<file path="config.mk">
export PLATFORM = sky130hd
export DESIGN_NAME = requantize
export DESIGN_NICKNAME = d
export VERILOG_FILES = /design/src/rtl/requantize_pkg.sv /design/src/rtl/requantize_lane.sv /design/src/rtl/requantize.sv
export SDC_FILE = /design/constraint.sdc
export NUM_CORES = 1
export LEC_CHECK = 0
export ABC_AREA = 1
export CORE_MARGIN = 3
export CORE_UTILIZATION = 30
export CTS_BUF_LIST = sky130_fd_sc_hd__clkbuf_8
export CTS_CLUSTER_DIAMETER = 200
export CTS_CLUSTER_SIZE = 24
export DETAILED_ROUTE_END_ITERATION = 8
export GPL_ROUTABILITY_DRIVEN = 0
export PLACE_DENSITY_LB_ADDON = 0.15
export SYNTH_ARGS = -nofsm -noshare
export SYNTH_HDL_FRONTEND = slang
export SYNTH_SLANG_ARGS = --single-unit
</file>
<file path="constraint.sdc">
create_clock -name clock -period 0.8 [get_ports clock]
set_input_delay 0.16 -clock clock [delete_from_list [all_inputs] [get_ports clock]]
set_output_delay 0.16 -clock clock [all_outputs]
set_load 0.05 [all_outputs]
</file>
<file path="src/rtl/requantize_pkg.sv">
// Shared widths, saturation bounds and pixel type for the requantizer.
package requantize_pkg;
  localparam int IN_W    = 32;
  localparam int OUT_W   = 8;
  localparam int OUT_MAX = 127;
  localparam int OUT_MIN = -128;

  typedef logic signed [OUT_W-1:0] pixel_t;

  // Clamp a full-precision value to the signed 8-bit output range.
  function automatic pixel_t sat8(input logic signed [63:0] v);
    if (v > 64'(OUT_MAX))      sat8 = pixel_t'(OUT_MAX);
    else if (v < 64'(OUT_MIN)) sat8 = pixel_t'(OUT_MIN);
    else                       sat8 = v[OUT_W-1:0];
  endfunction
endpackage

</file>
<file path="src/rtl/requantize_lane.sv">
// One lane: power-of-two scale then saturate to int8, purely combinational.
// REQUANTIZE_ROUND_EN adds round-half-up on right shifts.
module requantize_lane
  import requantize_pkg::*;
#(
  parameter int SHIFT = 0
) (
  input  logic signed [IN_W-1:0] pixel_i,
  output pixel_t                 pixel_o
);
  localparam int SH_L = (SHIFT > 0) ? SHIFT  : 0;
  localparam int SH_R = (SHIFT < 0) ? -SHIFT : 0;

`ifdef REQUANTIZE_ROUND_EN
  localparam logic signed [63:0] RND =
    (SH_R > 0) ? (64'sd1 <<< ((SH_R > 0) ? SH_R - 1 : 0)) : 64'sd0;
`else
  localparam logic signed [63:0] RND = 64'sd0;
`endif

  // 64 bits holds x<<31 and x+2^30 without loss, so saturation sees the exact value.
  logic signed [63:0] wide;
  logic signed [63:0] shifted;

  assign wide    = {{(64-IN_W){pixel_i[IN_W-1]}}, pixel_i};
  assign shifted = ((wide + RND) <<< SH_L) >>> SH_R;
  assign pixel_o = sat8(shifted);
endmodule

</file>
<file path="src/rtl/requantize.sv">
// SIZE-lane int32 -> int8 requantizer with a single output register stage.
// Optional macro REQUANTIZE_ROUND_EN enables round-half-up on right shifts.
module requantize
  import requantize_pkg::*;
#(
  parameter int SHIFT = 0,
  parameter int SIZE  = 1
) (
  input  logic                   clock,
  input  logic                   reset,
  input  logic [IN_W*SIZE-1:0]   pixel_in,
  output logic [OUT_W*SIZE-1:0]  pixel_out
);
  logic [SIZE-1:0][OUT_W-1:0] pix_d;
  logic [SIZE-1:0][OUT_W-1:0] pix_q;

  for (genvar i = 0; i < SIZE; i++) begin : g_lane
    requantize_lane #(.SHIFT(SHIFT)) u_lane (
      .pixel_i ($signed(pixel_in[IN_W*i +: IN_W])),
      .pixel_o (pix_d[i])
    );
  end

  always_ff @(posedge clock or negedge reset) begin
    if (!reset) pix_q <= '0;
    else        pix_q <= pix_d;
  end

  assign pixel_out = pix_q;
endmodule

</file>
==> flow_metrics.py <==
metrics = {
    "outcome": {
        "status": "finished with violations",
        "violations": "setup timing",
    },
    "drt": {
        "wl_um": 1611,
        "drt_iter0_markers": 9,
        "firstDrtPassIters": 4,
        "drc": 0,
        "dr_total_vias": 578,
        "drtAntennaViolNets": 0,
        "drt-wirelength-per-cell_um": 13.10,
        "via_per_inst": 4.699,
    },
    "power": {
        "p_total_mw": 1.401,
        "ir_drop_uv": 962.9,
        "power.leakage_nw": 0.4593,
        "power.density_nw_per_um2": 1391,
    },
    "cts": {
        "cts_sinks": 8,
        "cts_tree": "done",
        "post-cts-setup-buffers": 0,
        "cts.reportedPaths.clkPinSlew_ps": 40,
        "hold_buffers": 0,
        "cts_max_level": 1,
        "clockBufferDepth": 2,
        "cts_buffers": 3,
        "cts_root_buf": "clkbuf_8",
    },
    "critical_path": {
        "worstPathRequired_ps": 640,
        "crit_path_top_delay_cell": "dfrtp_1",
        "cp_cell_sequence": "buf_12",
        "cp_num_buf_inv": 1,
        "crit_family": "flip-flops",
        "arrival_ps": 780,
        "slowest_delay_ps": 400,
        "startpoint_type": "flop",
        "crit_type": "reg -> out",
        "setup.worst_path.end_class": "output pin",
        "cp_max_fo": 1,
    },
    "placed_design": {
        "hpwl_um": 1258,
        "dpl_worst_slack_ps": -646.6,
        "place_area_um2": 985.9,
        "io_buffer_count": 41,
    },
    "grt": {
        "grt_pass1_wl_um": 2456,
        "grt_max_degree": 9,
        "grt_util_all_layers": 0.1764,
        "grt_busiest_layer": "met2",
        "use_met2": 0.3266,
        "antenna_found_initial": 0,
        "met3_usage": 0.04878,
        "grt_overflow_total": 0,
        "globalRouteMet1Util": 0.1825,
        "grt_pass1_vias": 592,
    },
    "die": {
        "io_pins": 42,
        "dieArea_um2": 1983,
        "start_util": 0.3299,
        "die_height_um": 44.53,
        "core_area_um2": 1350,
        "std_cell_rows": 13,
        "die_w_um": 44.53,
    },
    "sta": {
        "max_slew_margin": 0.8647,
        "setup_ws_ps": -140.5,
        "period_share": 1.176,
        "rsz0062_at_grt": "yes",
        "final_hold_viol_count": 0,
        "final_max_slew_viol_count": 0,
        "max_freq_mhz": 1063,
        "setup_violations": 11,
        "worst_slew_pin_slew_ps": 202.4,
        "period_needed_ps": 940.5,
    },
    "final_layout": {
        "post_route_cells_drive_above_1_share": 0.4444,
        "design_area_um2": 1007,
        "area_growth_pct": 126.1,
        "layout_commonest_cell": "nand2_1",
        "largest_reg_flops": 8,
        "n_fill_cell": 104,
        "layout.nets": 144,
        "layout_common_cells": "nand2_1, nor2_1, buf_6, buf_12",
        "diodes": 0,
    },
    "synth": {
        "ys_warn_count": 0,
        "synth_fp_nets": 98,
        "synth_cells": 64,
        "synth.avg_cell_area_um2": 6.960,
        "syn_area_um2": 445.4,
        "synth_area_leader_cell": "dfrtp_1",
        "synth-seq-cells": 8,
        "ys_top_cells_by_area": "dfrtp_1, nand2_1, nor2_1, nand4_1, o21bai_4",
        "post_synth_num_cell_types": 9,
        "synth_top_area_frac": 0.4494,
        "seq_area_frac_synth": 0.4494,
    },
    "hold_path": {
        "hold_path.class": "in -> async",
    },
    "run": {
        "maxCapViolations": 0,
    },
}
## cells in the mapped netlist
| cell | number |
|---|---|
| clkbuf_1 | 1 |
| dfrtp_1 | 8 |
| nand2_1 | 29 |
| nand2_2 | 1 |
| nand2_4 | 1 |
| nand4_1 | 3 |
| nor2_1 | 19 |
| nor2_2 | 1 |
| o21bai_4 | 1 |
## stage by stage
stage	setup TNS (ps)	util	hold slack, ps	std cells
5_1_grt	-1555	0.7461	271.3	123
6_report	-1072	0.7461	249.6	123
4_1_cts	-1321	0.7414	249.8	123
2_1_floorplan	0	-	-135.6	64
3_5_place_dp	-4463	0.7303	493.5	120
3_3_place_gp	-3955	0.7303	489.6	120
## worst paths after layout
kind                                        start                     end  slack, ps  cells after the start
min in group clock                   pixel_in[31]  pixel_out[7]$_DFF_PN0_        280                      1
max                        pixel_out[2]$_DFF_PN0_            pixel_out[2]       -140                      1
max in group asynchronous                   reset  pixel_out[1]$_DFF_PN0_        450                      2
min                                         reset  pixel_out[5]$_DFF_PN0_        250                      2
## routing by layer
layer | vias to the layer above | routed length, um
li1 | 287 | -
met1 | 266 | 572
met2 | 23 | 919
met3 | 2 | 111
met4 | 0 | 6
met5 | - | 0
## layout make-up
type	instances	area [um2]	area share
sequential	8	200.2	0.1988
tap	15	18.77	0.01863
multi-input combinational	55	276.5	0.2745
timing repair buffer	42	470.5	0.4671
clock buffer	3	41.29	0.04099
## power by group
part	switching (mW)	internal, mW
clock network	0.160	0.326
registers	0.0218	0.432
logic	0.203	0.259
total	0.385	1.02
## timing repair
action | 4_1_cts | 5_1_grt
setup endpoints to repair | 15 | 15
pin swaps | 27 | 19
gates resized for setup | 91 | 18
## cells by family after synthesis
kind of cell	Yosys count	share of synthesized area
simple gates	54	0.5000
buf+inv	1	0.008419
flops	8	0.4494
compound gates	1	0.04214
(Power assumes the default switching activity.)
